<file path="src/rtl/lsu_pkg.sv">
// Shared definitions for the load/store unit: access size encodings,
// FSM state type and the default memory depth.
package lsu_pkg;

    localparam int unsigned DEF_MEM_WORDS = 64;

    localparam logic [1:0] SZ_BYTE    = 2'b00;
    localparam logic [1:0] SZ_HALF    = 2'b01;
    localparam logic [1:0] SZ_WORD    = 2'b10;
    localparam logic [1:0] SZ_ILLEGAL = 2'b11;

    typedef enum logic [2:0] {
        IDLE  = 3'd0,
        LOAD  = 3'd1,
        MERGE = 3'd2,
        WRITE = 3'd3,
        RESP  = 3'd4,
        ERR   = 3'd5
    } lsu_state_e;

    // Access faults: illegal size, misalignment, or beyond the last byte.
    function automatic logic access_bad(input logic [1:0] size, input logic [31:0] addr,
                                        input logic [31:0] limit);
        logic bad;
        bad = (size == SZ_ILLEGAL) || (addr >= limit);
        if (size == SZ_HALF && addr[0]) bad = 1'b1;
        if (size == SZ_WORD && addr[1:0] != 2'b00) bad = 1'b1;
        return bad;
    endfunction

endpackage

</file>
<file path="src/rtl/lsu_if.sv">
// Request/response handshake plus word-memory port of the load/store unit.
interface lsu_if;
    logic        req_valid;
    logic        req_ready;
    logic        req_write;
    logic [1:0]  req_size;
    logic        req_signed;
    logic [31:0] req_addr;
    logic [31:0] req_wdata;
    logic        resp_valid;
    logic [31:0] resp_rdata;
    logic        resp_error;
    logic        mem_write;
    logic [31:0] mem_address;
    logic [31:0] mem_write_data;
    logic [31:0] mem_read_data;

    // Pipeline/memory environment side.
    modport master (
        output req_valid, req_write, req_size, req_signed, req_addr, req_wdata, mem_read_data,
        input  req_ready, resp_valid, resp_rdata, resp_error, mem_write, mem_address, mem_write_data
    );

    // Load/store unit side.
    modport slave (
        input  req_valid, req_write, req_size, req_signed, req_addr, req_wdata, mem_read_data,
        output req_ready, resp_valid, resp_rdata, resp_error, mem_write, mem_address, mem_write_data
    );
endinterface

</file>
<file path="src/rtl/lsu_lane_align.sv">
// Combinational lane steering: little-endian load extraction/extension and
// read-modify-write merging of byte/half store data into a memory word.
module lsu_lane_align
    import lsu_pkg::*;
(
    input  logic [1:0]  size,
    input  logic [1:0]  offset,
    input  logic        is_signed,
    input  logic [31:0] rdata,
    input  logic [31:0] wdata,
    output logic [31:0] load_data_c,
    output logic [31:0] merged_c
);

    logic [4:0]  shamt;
    logic [31:0] shifted;
    logic [31:0] lane;
    logic [31:0] mask;

    always_comb begin
        shamt   = 5'({offset, 3'b000});
        shifted = rdata >> shamt;
        case (size)
            SZ_BYTE: begin
                load_data_c = {{24{is_signed & shifted[7]}}, shifted[7:0]};
                lane        = 32'h0000_00FF;
            end
            SZ_HALF: begin
                load_data_c = {{16{is_signed & shifted[15]}}, shifted[15:0]};
                lane        = 32'h0000_FFFF;
            end
            default: begin
                load_data_c = rdata;
                lane        = 32'hFFFF_FFFF;
            end
        endcase
        mask     = lane << shamt;
        merged_c = (rdata & ~mask) | ((wdata << shamt) & mask);
    end

endmodule

</file>
<file path="src/rtl/load_store_unit.sv">
// M-stage load/store unit: validates an access, then performs a load, a
// direct word store, or a read-modify-write sub-word store to word memory.
module load_store_unit
    import lsu_pkg::*;
#(
    parameter int unsigned MEM_WORDS = DEF_MEM_WORDS
) (
    input  logic clk,
    input  logic reset,
    lsu_if.slave bus
);

    localparam logic [31:0] MEM_BYTES = 32'(4 * MEM_WORDS);

    lsu_state_e  state, next_state;

    logic        lat_write;
    logic [1:0]  lat_size;
    logic        lat_signed;
    logic [31:0] lat_addr;
    logic [31:0] lat_wdata;

    logic        mem_write_q,  mem_write_d;
    logic [31:0] mem_addr_q,   mem_addr_d;
    logic [31:0] mem_wdata_q,  mem_wdata_d;
    logic        resp_valid_q, resp_valid_d;
    logic        resp_error_q, resp_error_d;
    logic [31:0] resp_rdata_q, resp_rdata_d;

    logic        accept_c;
    logic [31:0] addr_src_c;
    logic [31:0] load_data_c;
    logic [31:0] merged_c;

    assign accept_c   = (state == IDLE) && bus.req_valid;
    assign addr_src_c = accept_c ? bus.req_addr : lat_addr;

    lsu_lane_align u_align (
        .size        (lat_size),
        .offset      (lat_addr[1:0]),
        .is_signed   (lat_signed),
        .rdata       (bus.mem_read_data),
        .wdata       (lat_wdata),
        .load_data_c (load_data_c),
        .merged_c    (merged_c)
    );

    // Next state and next values of every registered output.
    always_comb begin
        next_state   = state;
        mem_wdata_d  = mem_wdata_q;
        case (state)
            IDLE: begin
                if (bus.req_valid) begin
                    if (access_bad(bus.req_size, bus.req_addr, MEM_BYTES)) next_state = ERR;
                    else if (!bus.req_write)                              next_state = LOAD;
                    else if (bus.req_size == SZ_WORD)                     next_state = WRITE;
                    else                                                  next_state = MERGE;
                end
            end
            LOAD:    next_state = RESP;
            MERGE:   next_state = WRITE;
            WRITE:   next_state = RESP;
            RESP:    next_state = IDLE;
            ERR:     next_state = IDLE;
            default: next_state = IDLE;
        endcase

        if (accept_c)        mem_wdata_d = bus.req_wdata;
        if (state == MERGE)  mem_wdata_d = merged_c;

        mem_write_d  = (next_state == WRITE);
        mem_addr_d   = (next_state == LOAD || next_state == MERGE || next_state == WRITE)
                     ? {addr_src_c[31:2], 2'b00} : 32'h0;
        resp_valid_d = (next_state == RESP) || (next_state == ERR);
        resp_error_d = (next_state == ERR);
        resp_rdata_d = (state == LOAD && !lat_write) ? load_data_c : 32'h0;
    end

    always_ff @(posedge clk) begin
        if (reset) begin
            state        <= IDLE;
            lat_write    <= 1'b0;
            lat_size     <= 2'b00;
            lat_signed   <= 1'b0;
            lat_addr     <= 32'h0;
            lat_wdata    <= 32'h0;
            mem_write_q  <= 1'b0;
            mem_addr_q   <= 32'h0;
            mem_wdata_q  <= 32'h0;
            resp_valid_q <= 1'b0;
            resp_error_q <= 1'b0;
            resp_rdata_q <= 32'h0;
        end else begin
            state        <= next_state;
            if (accept_c) begin
                lat_write  <= bus.req_write;
                lat_size   <= bus.req_size;
                lat_signed <= bus.req_signed;
                lat_addr   <= bus.req_addr;
                lat_wdata  <= bus.req_wdata;
            end
            mem_write_q  <= mem_write_d;
            mem_addr_q   <= mem_addr_d;
            mem_wdata_q  <= mem_wdata_d;
            resp_valid_q <= resp_valid_d;
            resp_error_q <= resp_error_d;
            resp_rdata_q <= resp_rdata_d;
        end
    end

    // Reset in the WRITE cycle must kill the strobe before the memory samples it.
    assign bus.mem_write      = mem_write_q & ~reset;
    assign bus.req_ready      = (state == IDLE);
    assign bus.mem_address    = mem_addr_q;
    assign bus.mem_write_data = mem_wdata_q;
    assign bus.resp_valid     = resp_valid_q;
    assign bus.resp_error     = resp_error_q;
    assign bus.resp_rdata     = resp_rdata_q;

endmodule

</file>
<file path="src/flat_wrapper.sv">
// flat-port wrapper written by rule: the top's interface ports become plain ports
module load_store_unit_flat import lsu_pkg::*;
#(
    parameter int unsigned MEM_WORDS = DEF_MEM_WORDS
)
  (clk, reset, bus_req_valid, bus_req_write, bus_req_size, bus_req_signed, bus_req_addr, bus_req_wdata, bus_mem_read_data, bus_req_ready, bus_resp_valid, bus_resp_rdata, bus_resp_error, bus_mem_write, bus_mem_address, bus_mem_write_data);
  lsu_if bus_i ();
  input  logic clk;
  input  logic reset;
  input wire logic [$bits(bus_i.req_valid)-1:0] bus_req_valid;
  input wire logic [$bits(bus_i.req_write)-1:0] bus_req_write;
  input wire logic [$bits(bus_i.req_size)-1:0] bus_req_size;
  input wire logic [$bits(bus_i.req_signed)-1:0] bus_req_signed;
  input wire logic [$bits(bus_i.req_addr)-1:0] bus_req_addr;
  input wire logic [$bits(bus_i.req_wdata)-1:0] bus_req_wdata;
  input wire logic [$bits(bus_i.mem_read_data)-1:0] bus_mem_read_data;
  output wire logic [$bits(bus_i.req_ready)-1:0] bus_req_ready;
  output wire logic [$bits(bus_i.resp_valid)-1:0] bus_resp_valid;
  output wire logic [$bits(bus_i.resp_rdata)-1:0] bus_resp_rdata;
  output wire logic [$bits(bus_i.resp_error)-1:0] bus_resp_error;
  output wire logic [$bits(bus_i.mem_write)-1:0] bus_mem_write;
  output wire logic [$bits(bus_i.mem_address)-1:0] bus_mem_address;
  output wire logic [$bits(bus_i.mem_write_data)-1:0] bus_mem_write_data;
  assign bus_i.req_valid = bus_req_valid;
  assign bus_i.req_write = bus_req_write;
  assign bus_i.req_size = bus_req_size;
  assign bus_i.req_signed = bus_req_signed;
  assign bus_i.req_addr = bus_req_addr;
  assign bus_i.req_wdata = bus_req_wdata;
  assign bus_i.mem_read_data = bus_mem_read_data;
  assign bus_req_ready = bus_i.req_ready;
  assign bus_resp_valid = bus_i.resp_valid;
  assign bus_resp_rdata = bus_i.resp_rdata;
  assign bus_resp_error = bus_i.resp_error;
  assign bus_mem_write = bus_i.mem_write;
  assign bus_mem_address = bus_i.mem_address;
  assign bus_mem_write_data = bus_i.mem_write_data;
  load_store_unit #(.MEM_WORDS(MEM_WORDS)) u_core (.clk(clk), .reset(reset), .bus(bus_i));
endmodule
</file>
<file path="config.mk">
export PLATFORM = sky130hd
export DESIGN_NAME = load_store_unit_flat
export DESIGN_NICKNAME = d
export VERILOG_FILES = /design/src/rtl/lsu_pkg.sv /design/src/rtl/lsu_if.sv /design/src/rtl/lsu_lane_align.sv /design/src/rtl/load_store_unit.sv /design/src/flat_wrapper.sv
export SDC_FILE = /design/constraint.sdc
export NUM_CORES = 1
export LEC_CHECK = 0
export BUFFER_PORTS_ARGS = -buffer_cell sky130_fd_sc_hd__buf_2
export CAP_MARGIN = 10
export CORE_ASPECT_RATIO = 0.9
export CORE_UTILIZATION = 35
export CTS_CLUSTER_SIZE = 24
export DETAILED_ROUTE_END_ITERATION = 7
export PLACE_DENSITY = 0.7
export REMOVE_ABC_BUFFERS = 1
export SLEW_MARGIN = 20
export SYNTH_ARGS = -nofsm -noshare
export SYNTH_HDL_FRONTEND = slang
export SYNTH_HIERARCHICAL = 1
export SYNTH_SLANG_ARGS = --single-unit
</file>
<file path="constraint.sdc">
create_clock -name clk -period 1.4 [get_ports clk]
set_input_delay 0.14 -clock clk [delete_from_list [all_inputs] [get_ports clk]]
set_output_delay 0.14 -clock clk [all_outputs]
set_load 0.05 [all_outputs]
</file>
==> results of run 1 <==
flip-flops by register name, summed over array words and instances, names as in the netlist:
register and cells:
u_core/lat_signed 1, u_core/bus.mem_write_data 32, u_core/lat_wdata 32, u_core/lat_addr 32, u_core/bus.resp_valid 1, u_core/bus.resp_error 1
u_core/bus.mem_address 30, u_core/state 3, u_core/lat_write 1, u_core/lat_size 2, u_core/bus.resp_rdata 32, u_core/mem_write_q 1
synthesized netlist by cell type, types with 4 or more instances:
cell type,number,share of area
sky130_fd_sc_hd__o31ai_1,7,0.0074
sky130_fd_sc_hd__buf_2,15,0.011
sky130_fd_sc_hd__nor3_1,9,0.0064
sky130_fd_sc_hd__nor2_1,34,0.018
sky130_fd_sc_hd__a211oi_1,35,0.037
sky130_fd_sc_hd__dfxtp_1,168,0.47
sky130_fd_sc_hd__inv_1,4,0.0021
sky130_fd_sc_hd__nor4_1,6,0.0053
sky130_fd_sc_hd__buf_4,10,0.011
sky130_fd_sc_hd__mux2_2,25,0.040
sky130_fd_sc_hd__o21ai_0,8,0.0057
sky130_fd_sc_hd__nor2b_1,12,0.011
sky130_fd_sc_hd__clkbuf_1,38,0.020
sky130_fd_sc_hd__mux2i_1,28,0.040
sky130_fd_sc_hd__o211a_1,8,0.011
sky130_fd_sc_hd__and2_1,32,0.028
sky130_fd_sc_hd__a21oi_1,99,0.070
sky130_fd_sc_hd__nand2_1,249,0.13
sky130_fd_sc_hd__a22oi_1,6,0.0064
sky130_fd_sc_hd__a31oi_1,35,0.031
layer usage:
metal	share of wire	global-route usage	vias up
met5	0.00095	0	-
met4	0.033	0.0998	4
met3	0.086	0.0681	74
met2	0.48	0.411	414
met1	0.40	0.309	3695
li1	-	-	3613
timing repair:
action                                 4_1_cts  5_1_grt
gates cloned                                11       10
gates resized for setup                    162      226
setup endpoints to repair                  165      165
endpoints found under the hold margin       84        1
pin swaps                                   48      100
setup buffers                               28       13
hold buffers                                51        1
final timing paths:
check                       startpoint                   endpoint  slack, ns  cells past startpoint
setup / recovery    u_core/lat_addr[1]  u_core/bus.resp_rdata[15]      -0.25                      7
hold / removal       bus_req_wdata[16]       u_core/lat_wdata[16]       0.01                      3
setup reg to reg    u_core/lat_addr[1]  u_core/bus.resp_rdata[15]      -0.25                      7
hold reg to reg   u_core/lat_wdata[28]       u_core/lat_wdata[28]       0.46                      2
per-stage QoR:
stage | TNS [ns] | cells | util
after floorplan | -294.61 | 790 | -
after global placement | -23.41 | 1311 | 0.455
after detailed placement | -21.63 | 1311 | 0.455
after CTS | -8.55 | 1430 | 0.569
after global routing | -22.44 | 1451 | 0.629
final | -13.74 | 1452 | 0.629
worst max-delay path, stage by stage, from the launching register on:
cell and delay, ns:
sky130_fd_sc_hd__dfxtp_4 0.40, sky130_fd_sc_hd__buf_6 0.15, sky130_fd_sc_hd__buf_6 0.11, sky130_fd_sc_hd__and3b_1 0.21, sky130_fd_sc_hd__a211oi_4 0.18, sky130_fd_sc_hd__o22ai_1 0.13, sky130_fd_sc_hd__mux2_2 0.26, sky130_fd_sc_hd__and2_1 0.13
placed cells by master (no fill, tap or decap), types with 6 or more instances in the layout:
cell type	n
sky130_fd_sc_hd__buf_6	20
sky130_fd_sc_hd__o211a_1	8
sky130_fd_sc_hd__a21oi_1	55
sky130_fd_sc_hd__a21oi_2	44
sky130_fd_sc_hd__nor2_1	33
sky130_fd_sc_hd__nor4_1	6
sky130_fd_sc_hd__buf_4	59
sky130_fd_sc_hd__mux2i_1	15
sky130_fd_sc_hd__and2_1	31
sky130_fd_sc_hd__nand2_1	148
sky130_fd_sc_hd__buf_2	198
sky130_fd_sc_hd__clkbuf_16	25
sky130_fd_sc_hd__nand2_4	62
sky130_fd_sc_hd__a211oi_2	30
sky130_fd_sc_hd__dfxtp_1	161
sky130_fd_sc_hd__dlygate4sd3_1	52
sky130_fd_sc_hd__nand2_2	37
sky130_fd_sc_hd__buf_12	30
sky130_fd_sc_hd__mux2i_4	11
sky130_fd_sc_hd__a31oi_1	33
sky130_fd_sc_hd__buf_16	7
sky130_fd_sc_hd__mux2_2	17
sky130_fd_sc_hd__mux2_4	8
sky130_fd_sc_hd__nor2b_1	10
power groups by stage:
stage	combinational [uW]	sequential (uW)	clock, uW
6_report	3740	5220	4760
3_3_place_gp	2250	5250	0
5_1_grt	3910	5240	5030
4_1_cts	3060	5150	4830
2_1_floorplan	918	5590	0
3_5_place_dp	2270	5260	0
layout make-up:
cell class                 count  share of cell area
antenna                        2            0.000407
clock buffer                  22              0.0370
clock inverter                 8              0.0101
inverter                       4             0.00122
multi-input combinational    620               0.387
sequential                   168               0.275
tap                          250              0.0255
timing repair buffer         378               0.263
cells by family after synthesis:
logic type,count (synthesis),synth area share
simple gates,356,0.219
buf+inv,69,0.0466
mux,53,0.0793
other cells,1,0.000530
compound gates,206,0.179
xor+xnor,1,0.00124
flops,168,0.475
==> impl_metrics.env, run 1 <==
export IMPL_run_status="finished, violations left"
export IMPL_failed_checks="design-rule violations, negative setup slack"
export IMPL_start_kind="register"
export IMPL_layout_drive_gt1_share=0.509
export IMPL_timing_fmax_ghz=0.604
export IMPL_area_growth_syn_to_layout_pct=73.5
export IMPL_share_seq_of_total_power=0.380
export IMPL_cts_tree="done"
export IMPL_pre_cts_slack_ns=-0.311
export IMPL_grt_max_degree=73
export IMPL_post_synth_inst_count=854
export IMPL_first_pass_grt_wire_length_um=39700
export IMPL_power_internal_uw=9530
export IMPL_synth_yosys_seq_area_share=0.475
export IMPL_switching_part_of_the_total=0.305
export IMPL_power_total_uw=13700
export IMPL_grt_antenna_before_repair=4
export IMPL_power_switching_uw=4190
export IMPL_synth_cell_type_count=41
export IMPL_die_height_um=137
export IMPL_synthesis_area_per_instance_um2=8.29
export IMPL_synth_enable_flop_cells=0
export IMPL_postPlaceCellArea_mm2=0.00888
export IMPL_numPortBuffers=200
export IMPL_detail_route_wl_per_cell_um=19.5
export IMPL_post_route_drc_count=44
export IMPL_detailedPlacementHpwl_um=15300
export IMPL_nNetsFinal=1292
export IMPL_die_area_mm2=0.0208
export IMPL_ys_warn_count=6
export IMPL_boundaryPins=203
export IMPL_num_fill_cells=1561
export IMPL_drt_iter0_drc=550
export IMPL_placeableCoreArea_mm2=0.0195
export IMPL_synth_ff_type="sky130_fd_sc_hd__dfxtp_1"
export IMPL_place_congestion=0.835
export IMPL_drt_first_pass_iters=7
export IMPL_via_count=7800
export IMPL_grt_overflow=0
export IMPL_path_class="register to register"
export IMPL_postSynthRegisterBits=168
export IMPL_netlist_area_mm2=0.00708
export IMPL_max_vdd_ir_drop_mv=0.760
export IMPL_critical_path_endpoint_category="register"
export IMPL_clk_tree_root_cell="sky130_fd_sc_hd__clkbuf_16"
export IMPL_layout_area_seq_mm2=0.00338
export IMPL_hold_slack_ns=0.0107
export IMPL_insertion_delay_ns=0.43
export IMPL_clk_path_buf_depth=2
export IMPL_finalSetupViolCount=141
export IMPL_rows=48
export IMPL_comb_power_share=0.272
export IMPL_initial_core_util=0.363
export IMPL_cts_inserted_buffers=17
export IMPL_detail_route_antenna_nets=0
export IMPL_clock_sink_count=168
export IMPL_layout_min_cycle_time_ns=1.65
export IMPL_die_x_um=152
export IMPL_final_min_period_over_clock_period=1.18
export IMPL_total_wirelength_um=28400
export IMPL_grt_pass1_vias=7295
export IMPL_rsz0062_at_grt="true"
export IMPL_crit_path_dat_ns=1.97
export IMPL_cts_htree_levels=4
export IMPL_max_cap_violations=0
export IMPL_power_density_cell_area_mw_per_mm2=1120
export IMPL_fin_area_mm2=0.0123
export IMPL_grt_use_total=0.249
export IMPL_post_drt_via_cell_ratio=5.37
export IMPL_critPathMaxFanout=6
export IMPL_final_setup_skew_ns=0.0107
export IMPL_p_leak_uw=0.00542
export IMPL_power_share_clock=0.347
export IMPL_final_hold_violation_count=0
export IMPL_asyncSetResetFlopFracSynth=0
export IMPL_holdCritPathClass="input port to register"
export IMPL_fin_ws_ns=-0.255
export IMPL_clock_transition_at_the_registers_of_the_reported_paths_ns=0.06
export IMPL_area_of_the_multi_input_gates_mm2=0.00476
export IMPL_cp_required_ns=1.72
export IMPL_final_max_slew_viol_count=0
(Power assumes the default switching activity.)
==> run 2: changes to the inputs <==
--- a/config.mk
+++ b/config.mk
@@ -11,7 +11,7 @@
 export CORE_UTILIZATION = 35
 export CTS_CLUSTER_SIZE = 24
 export DETAILED_ROUTE_END_ITERATION = 7
-export PLACE_DENSITY = 0.7
+export PLACE_DENSITY = 0.68
 export REMOVE_ABC_BUFFERS = 1
 export SLEW_MARGIN = 20
 export SYNTH_ARGS = -nofsm -noshare
==> constraint.sdc (replaced) <==
create_clock -name clk -period 2.1 [get_ports clk]
set_input_delay 0.21 -clock clk [delete_from_list [all_inputs] [get_ports clk]]
set_output_delay 0.21 -clock clk [all_outputs]
set_load 0.05 [all_outputs]
==> run 2 against run 1 <==
  * The flow finishes with violations (design-rule violations)
  * Via count decreased by 15%
  * Fmax shrank 7.4%
  * Final cell count is 10% lower
  * Non-clock buffer count is 147 lower
  * Critical path depth is 1 higher
  * Final area is 27% lower
  * Clock skew barely moved
  * Routed wire length fell by 27%
  * Total power decreased by 41%
  * Worst hold slack better by 0.035 ns
==> impl_metrics.env, run 2 (synthesized netlist as in run 1, its figures left out) <==
export IMPL_layout_min_cycle_time_ns=1.79
export IMPL_post_cts_resized_instances=0
export IMPL_p_leak_uw=0.00395
export IMPL_regToRegEndpoint="u_core/bus.mem_write_data[15]"
export IMPL_die_area_mm2=0.0208
export IMPL_rsz0062_at_grt="false"
export IMPL_clock_transition_at_the_registers_of_the_reported_paths_ns=0.07
export IMPL_post_route_util=0.462
export IMPL_timing_fmax_ghz=0.560
export IMPL_detail_route_antenna_nets=0
export IMPL_globalRouteMet2Util=0.326
export IMPL_holdCritPathClass="input port to register"
export IMPL_layout_drive_gt1_share=0.290
export IMPL_boundaryPins=203
export IMPL_cpPeakStageDelay_ns=0.59
export IMPL_run_status="finished, violations left"
export IMPL_r2r_slack_ns=0.31
export IMPL_die_height_um=137
export IMPL_worstPathCellList="buf_4 > nor3_1 > nor2_2 > buf_4 > nor2_1 > a21oi_1 > nand2_1 > a31oi_1"
export IMPL_max_slew_margin=0.497
export IMPL_start_kind="register"
export IMPL_detailedPlacementHpwl_um=14700
export IMPL_via_count=6641
export IMPL_tightest_slew_ns=0.754
export IMPL_finalSetupViolCount=0
export IMPL_final_max_slew_viol_count=0
export IMPL_cts_htree_levels=4
export IMPL_die_x_um=152
export IMPL_detail_route_wl_per_cell_um=15.9
export IMPL_clock_sink_count=168
export IMPL_final_setup_skew_ns=0.0104
export IMPL_post_drt_via_cell_ratio=5.10
export IMPL_fin_area_mm2=0.00902
export IMPL_crit_path_top_delay_cell="sky130_fd_sc_hd__dfxtp_2"
export IMPL_insertion_delay_ns=0.43
export IMPL_pre_cts_slack_ns=0.303
export IMPL_post_route_drc_count=26
export IMPL_fin_ws_ns=0.314
export IMPL_r2r_worst_path_cells=8
export IMPL_path_class="register to register"
export IMPL_grt_pass1_vias=6190
export IMPL_path_common_cell="sky130_fd_sc_hd__buf_4"
export IMPL_worst_path_dominant_cell_family="flip-flops"
export IMPL_hold_slack_ns=0.0456
export IMPL_rows=48
export IMPL_critPathMaxFanout=22
export IMPL_cts_repair_timing_setup_buffer_count=0
export IMPL_grt_antenna_before_repair=0
export IMPL_cts_hold_buffers=0
export IMPL_grt_max_degree=71
export IMPL_clk_path_buf_depth=2
export IMPL_num_antenna_cells=0
export IMPL_max_vdd_ir_drop_mv=0.557
export IMPL_numPortBuffers=200
export IMPL_nNetsFinal=1143
export IMPL_leading_cell_type_in_the_layout_fill_and_taps_excluded="sky130_fd_sc_hd__nand2_1"
export IMPL_worst_path_buf_inv=2
export IMPL_drt_first_pass_iters=7
export IMPL_hold_path_endpoint="u_core/lat_addr[5]"
export IMPL_drt_iter0_drc=445
export IMPL_crit_path_dat_ns=2.13
export IMPL_cp_required_ns=2.45
export IMPL_first_pass_grt_wire_length_um=32900
export IMPL_power_density_cell_area_mw_per_mm2=896
export IMPL_global_route_usage_met3=0.0611
export IMPL_cts_inserted_buffers=17
export IMPL_cts_tree="done"
export IMPL_critical_path_reg2reg_startpoint="u_core/lat_addr[0]"
export IMPL_worstHoldStart="bus_req_addr[5]"
export IMPL_total_wirelength_um=20700
export IMPL_area_growth_syn_to_layout_pct=27.4
export IMPL_grt_use_met1=0.266
export IMPL_critical_path_endpoint_category="register"
export IMPL_initial_core_util=0.363
export IMPL_globalRoute_busiestLayer="met2"
export IMPL_final_hold_violation_count=0
export IMPL_grt_overflow=0
export IMPL_whs_path_depth=3
export IMPL_final_min_period_over_clock_period=0.851
export IMPL_clk_tree_root_cell="sky130_fd_sc_hd__clkbuf_16"
export IMPL_postPlaceCellArea_mm2=0.00840
export IMPL_place_congestion=0.883
export IMPL_most_frequent_cells_in_the_layout="248 x sky130_fd_sc_hd__nand2_1, 199 x sky130_fd_sc_hd__buf_2, 166 x sky130_fd_sc_hd__dfxtp_1, 99 x sky130_fd_sc_hd__a21oi_1, 35 x sky130_fd_sc_hd__a211oi_1"
export IMPL_max_cap_violations=0
export IMPL_failed_checks="design-rule violations"
export IMPL_grt_use_total=0.203
export IMPL_placeableCoreArea_mm2=0.0195
==> run 2: cell types whose count changed in the layout (fill, tap and decap cells not counted), sizes merged <==
cell         change
dlygate4sd3     -52
clkbuf          -12
nand2            -1
clkinv           -1
inv              +8
a21oi            -1
bufinv           -1
diode            -2
buf             -87
==> run 2: worst max-delay path by stage <==
stage / startpoint / endpoint / slack, ns / depth (start not counted)
after floorplan: u_core/state[0] / u_core/mem_write_q / -1.65 / 4
after global placement: bus_req_addr[30] / u_core/bus.mem_address[17] / 0.29 / 6
after detailed placement: bus_req_addr[30] / u_core/bus.mem_address[25] / 0.30 / 6
after CTS: u_core/lat_addr[0] / u_core/bus.mem_write_data[15] / 0.32 / 8
after global routing: u_core/lat_addr[0] / u_core/bus.mem_write_data[15] / 0.16 / 8
final: u_core/lat_addr[0] / u_core/bus.mem_write_data[15] / 0.31 / 8
==> run 2: worst register-to-register path: stages, from the launching register on <==
cell and delay, ns:
sky130_fd_sc_hd__dfxtp_2 0.59, sky130_fd_sc_hd__buf_4 0.29, sky130_fd_sc_hd__nor3_1 0.08, sky130_fd_sc_hd__nor2_2 0.12, sky130_fd_sc_hd__buf_4 0.18, sky130_fd_sc_hd__nor2_1 0.05, sky130_fd_sc_hd__a21oi_1 0.16, sky130_fd_sc_hd__nand2_1 0.08
sky130_fd_sc_hd__a31oi_1 0.16
==> run 2: cell type report <==
class | instances | area, um^2
clock inverter | 14 | 183
inverter | 4 | 15.0
multi-input combinational | 618 | 3420
clock buffer | 18 | 439
sequential | 168 | 3370
tap | 250 | 313
fill | 1957 | 10500
timing repair buffer | 231 | 1290
==> run 2: power by group <==
part | leakage (uW) | switching (uW) | internal [uW]
clock network | 0.000300 | 1430 | 1850
registers | 0.00137 | 103 | 3340
logic | 0.00228 | 892 | 472
==> run 2: per-layer routing <==
metal / up-vias / part of all wire
met5: - / 0
met4: 0 / 0.0079
met3: 17 / 0.081
met2: 229 / 0.45
met1: 3092 / 0.46
li1: 3303 / -
==> run 2: metrics by stage <==
stage | total power (uW) | std cells | TNS, ns
global placement | 4860 | 1271 | 0
finish | 8080 | 1303 | 0
detailed placement | 4880 | 1271 | 0
floorplan | 4340 | 790 | -177.47
CTS | 8150 | 1303 | 0
global route | 8430 | 1303 | 0
==> run 3: changes to the inputs <==
--- a/config.mk
+++ b/config.mk
@@ -9,6 +9,7 @@
 export CAP_MARGIN = 10
 export CORE_ASPECT_RATIO = 0.9
 export CORE_UTILIZATION = 35
+export CTS_BUF_LIST = sky130_fd_sc_hd__clkbuf_8
 export CTS_CLUSTER_SIZE = 24
 export DETAILED_ROUTE_END_ITERATION = 7
 export PLACE_DENSITY = 0.68
==> run 3 against run 2 <==
  * Die area unchanged
  * The flow still finishes with violations (design-rule violations)
  * Final cell count up 4.1%
  * Largest power group unchanged
  * Global-route usage up 0.78 points
  * Register-to-register slack about the same
  * Utilization up 1.7 points
  * First-iteration DRC count down 5.6%
  * Highest routed layer unchanged
  * Clock skew up 0.0011 ns
  * Final area up 3.8%
  * Sequential power about the same
  * Non-clock buffer count up 53
==> impl_metrics.env, run 3 (synthesized netlist as in run 1, its figures left out) <==
export IMPL_layout_min_cycle_time_ns=1.93
export IMPL_clk_path_buf_depth=2
export IMPL_final_max_slew_viol_count=0
export IMPL_failed_checks="design-rule violations"
export IMPL_timing_fmax_ghz=0.519
export IMPL_post_drt_via_cell_ratio=5.10
export IMPL_final_hold_violation_count=0
export IMPL_clk_tree_root_cell="sky130_fd_sc_hd__clkbuf_8"
export IMPL_area_growth_syn_to_layout_pct=32.2
export IMPL_post_route_util=0.480
export IMPL_power_share_clock=0.338
export IMPL_power_density_cell_area_mw_per_mm2=789
export IMPL_setup_worst_path_end="u_core/bus.mem_address[26]"
export IMPL_initial_core_util=0.363
export IMPL_num_antenna_cells=0
export IMPL_critical_path_reg2reg_startpoint="u_core/lat_addr[0]"
export IMPL_comb_power_share=0.196
export IMPL_rows=48
export IMPL_grt_max_degree=71
export IMPL_via_count=6913
export IMPL_run_status="finished, violations left"
export IMPL_nNetsFinal=1196
export IMPL_num_fill_cells=1929
export IMPL_clock_transition_at_the_registers_of_the_reported_paths_ns=0.09
export IMPL_p_leak_uw=0.00409
export IMPL_hold_slack_ns=0.0286
export IMPL_cp_required_ns=2.48
export IMPL_timing_setup_tns_ns=0
export IMPL_finalSetupViolCount=0
export IMPL_rsz0062_at_grt="false"
export IMPL_insertion_delay_ns=0.47
export IMPL_post_route_drc_count=26
export IMPL_cts_htree_levels=4
export IMPL_share_seq_of_total_power=0.466
export IMPL_leading_cell_type_in_the_layout_fill_and_taps_excluded="sky130_fd_sc_hd__nand2_1"
export IMPL_start_kind="input port"
export IMPL_place_congestion=0.883
export IMPL_final_setup_skew_ns=0.0115
export IMPL_cts_tree="done"
export IMPL_clock_sink_count=168
export IMPL_detail_route_antenna_nets=0
export IMPL_pre_cts_slack_ns=0.303
export IMPL_grt_overflow=0
export IMPL_most_frequent_cells_in_the_layout="248 x sky130_fd_sc_hd__nand2_1, 199 x sky130_fd_sc_hd__buf_2, 166 x sky130_fd_sc_hd__dfxtp_1, 99 x sky130_fd_sc_hd__a21oi_1, 53 x sky130_fd_sc_hd__dlygate4sd3_1"
export IMPL_r2r_worst_path_cells=8
export IMPL_worstSetupStartpoint="bus_req_addr[30]"
export IMPL_path_class="input port to register"
export IMPL_max_vdd_ir_drop_mv=0.393
export IMPL_grt_use_total=0.211
export IMPL_r2r_slack_ns=0.31
export IMPL_die_height_um=137
export IMPL_detail_route_wl_per_cell_um=15.9
export IMPL_die_x_um=152
export IMPL_crit_path_dat_ns=2.30
export IMPL_power_internal_uw=5030
export IMPL_drt_first_pass_iters=6
export IMPL_drt_iter0_drc=420
export IMPL_final_min_period_over_clock_period=0.917
export IMPL_switching_part_of_the_total=0.319
export IMPL_max_cap_violations=0
export IMPL_max_slew_margin=0.498
export IMPL_grt_antenna_before_repair=0
export IMPL_first_pass_grt_wire_length_um=34200
export IMPL_boundaryPins=203
export IMPL_regToRegEndpoint="u_core/bus.mem_write_data[15]"
export IMPL_placeableCoreArea_mm2=0.0195
export IMPL_layout_drive_gt1_share=0.276
export IMPL_die_area_mm2=0.0208
export IMPL_fin_area_mm2=0.00936
export IMPL_detailedPlacementHpwl_um=14700
export IMPL_cts_inserted_buffers=17
export IMPL_numPortBuffers=200
export IMPL_total_wirelength_um=21600
export IMPL_tightest_slew_ns=0.753
export IMPL_critPathMaxFanout=30
export IMPL_fin_ws_ns=0.174
export IMPL_grt_pass1_vias=6563
export IMPL_postPlaceCellArea_mm2=0.00840
export IMPL_critical_path_endpoint_category="register"
export IMPL_power_switching_uw=2360
export IMPL_holdCritPathClass="input port to register"
## run 3: metal layers
layer  up-vias  GRT usage  part of all wire
met2       259      0.342              0.45
met4         0     0.0731             0.018
li1       3401          -                 -
met5         -          0                 0
met1      3220      0.271              0.46
met3        33     0.0573             0.073
## run 3: power by group through the flow
stage                     logic [uW]  registers (uW)  clock network [uW]
after floorplan                  612            3720                   0
after global placement          1350            3510                   0
after detailed placement        1360            3520                   0
after CTS                       1430            3440                2550
after global routing            1570            3470                2680
final                           1450            3440                2490
## run 3: critical path, cell delays in order
cell and delay (ns):
sky130_fd_sc_hd__dlygate4sd3_1 0.54, sky130_fd_sc_hd__buf_2 0.13, sky130_fd_sc_hd__nor4_1 0.44, sky130_fd_sc_hd__and4_1 0.36, sky130_fd_sc_hd__a31oi_2 0.10, sky130_fd_sc_hd__buf_4 0.25
sky130_fd_sc_hd__a211oi_1 0.26
## run 3: area by class of cell
| cell class | instances | area, um^2 | area share |
|---|---|---|---|
| repair buffers | 284 | 1820 | 0.194 |
| clock inverters | 14 | 183 | 0.0195 |
| inverters | 4 | 15.0 | 0.00160 |
| well taps | 250 | 313 | 0.0334 |
| flip-flops and latches | 168 | 3370 | 0.360 |
| multi-input cells | 618 | 3420 | 0.365 |
| clock buffers | 18 | 248 | 0.0265 |
## run 3: through the flow
| stage | std cells | power, uW |
|---|---|---|
| finish | 1356 | 7380 |
| global placement | 1271 | 4860 |
| CTS | 1355 | 7430 |
| global route | 1356 | 7720 |
| floorplan | 790 | 4340 |
| detailed placement | 1271 | 4880 |
## run 3: repair_timing
action | 4_1_cts | 5_1_grt
resized for setup | 0 | 0
hold buffers | 52 | 1
buffers inserted | 0 | 0
setup endpoints to repair | 0 | 0
endpoints found under the hold margin | 73 | 1
## run 3: worst min-delay path by stage
stage                               from                    to  slack (ns)  cells past startpoint
finish                  bus_req_addr[16]   u_core/lat_addr[16]        0.03                      3
global route           bus_req_wdata[17]  u_core/lat_wdata[17]       0.003                      3
CTS                    bus_req_wdata[22]  u_core/lat_wdata[22]      0.0009                      3
detailed placement  u_core/lat_wdata[31]  u_core/lat_wdata[31]        0.44                      2
global placement    u_core/lat_wdata[31]  u_core/lat_wdata[31]        0.44                      2
floorplan                          reset    u_core/lat_addr[0]        0.28                      1
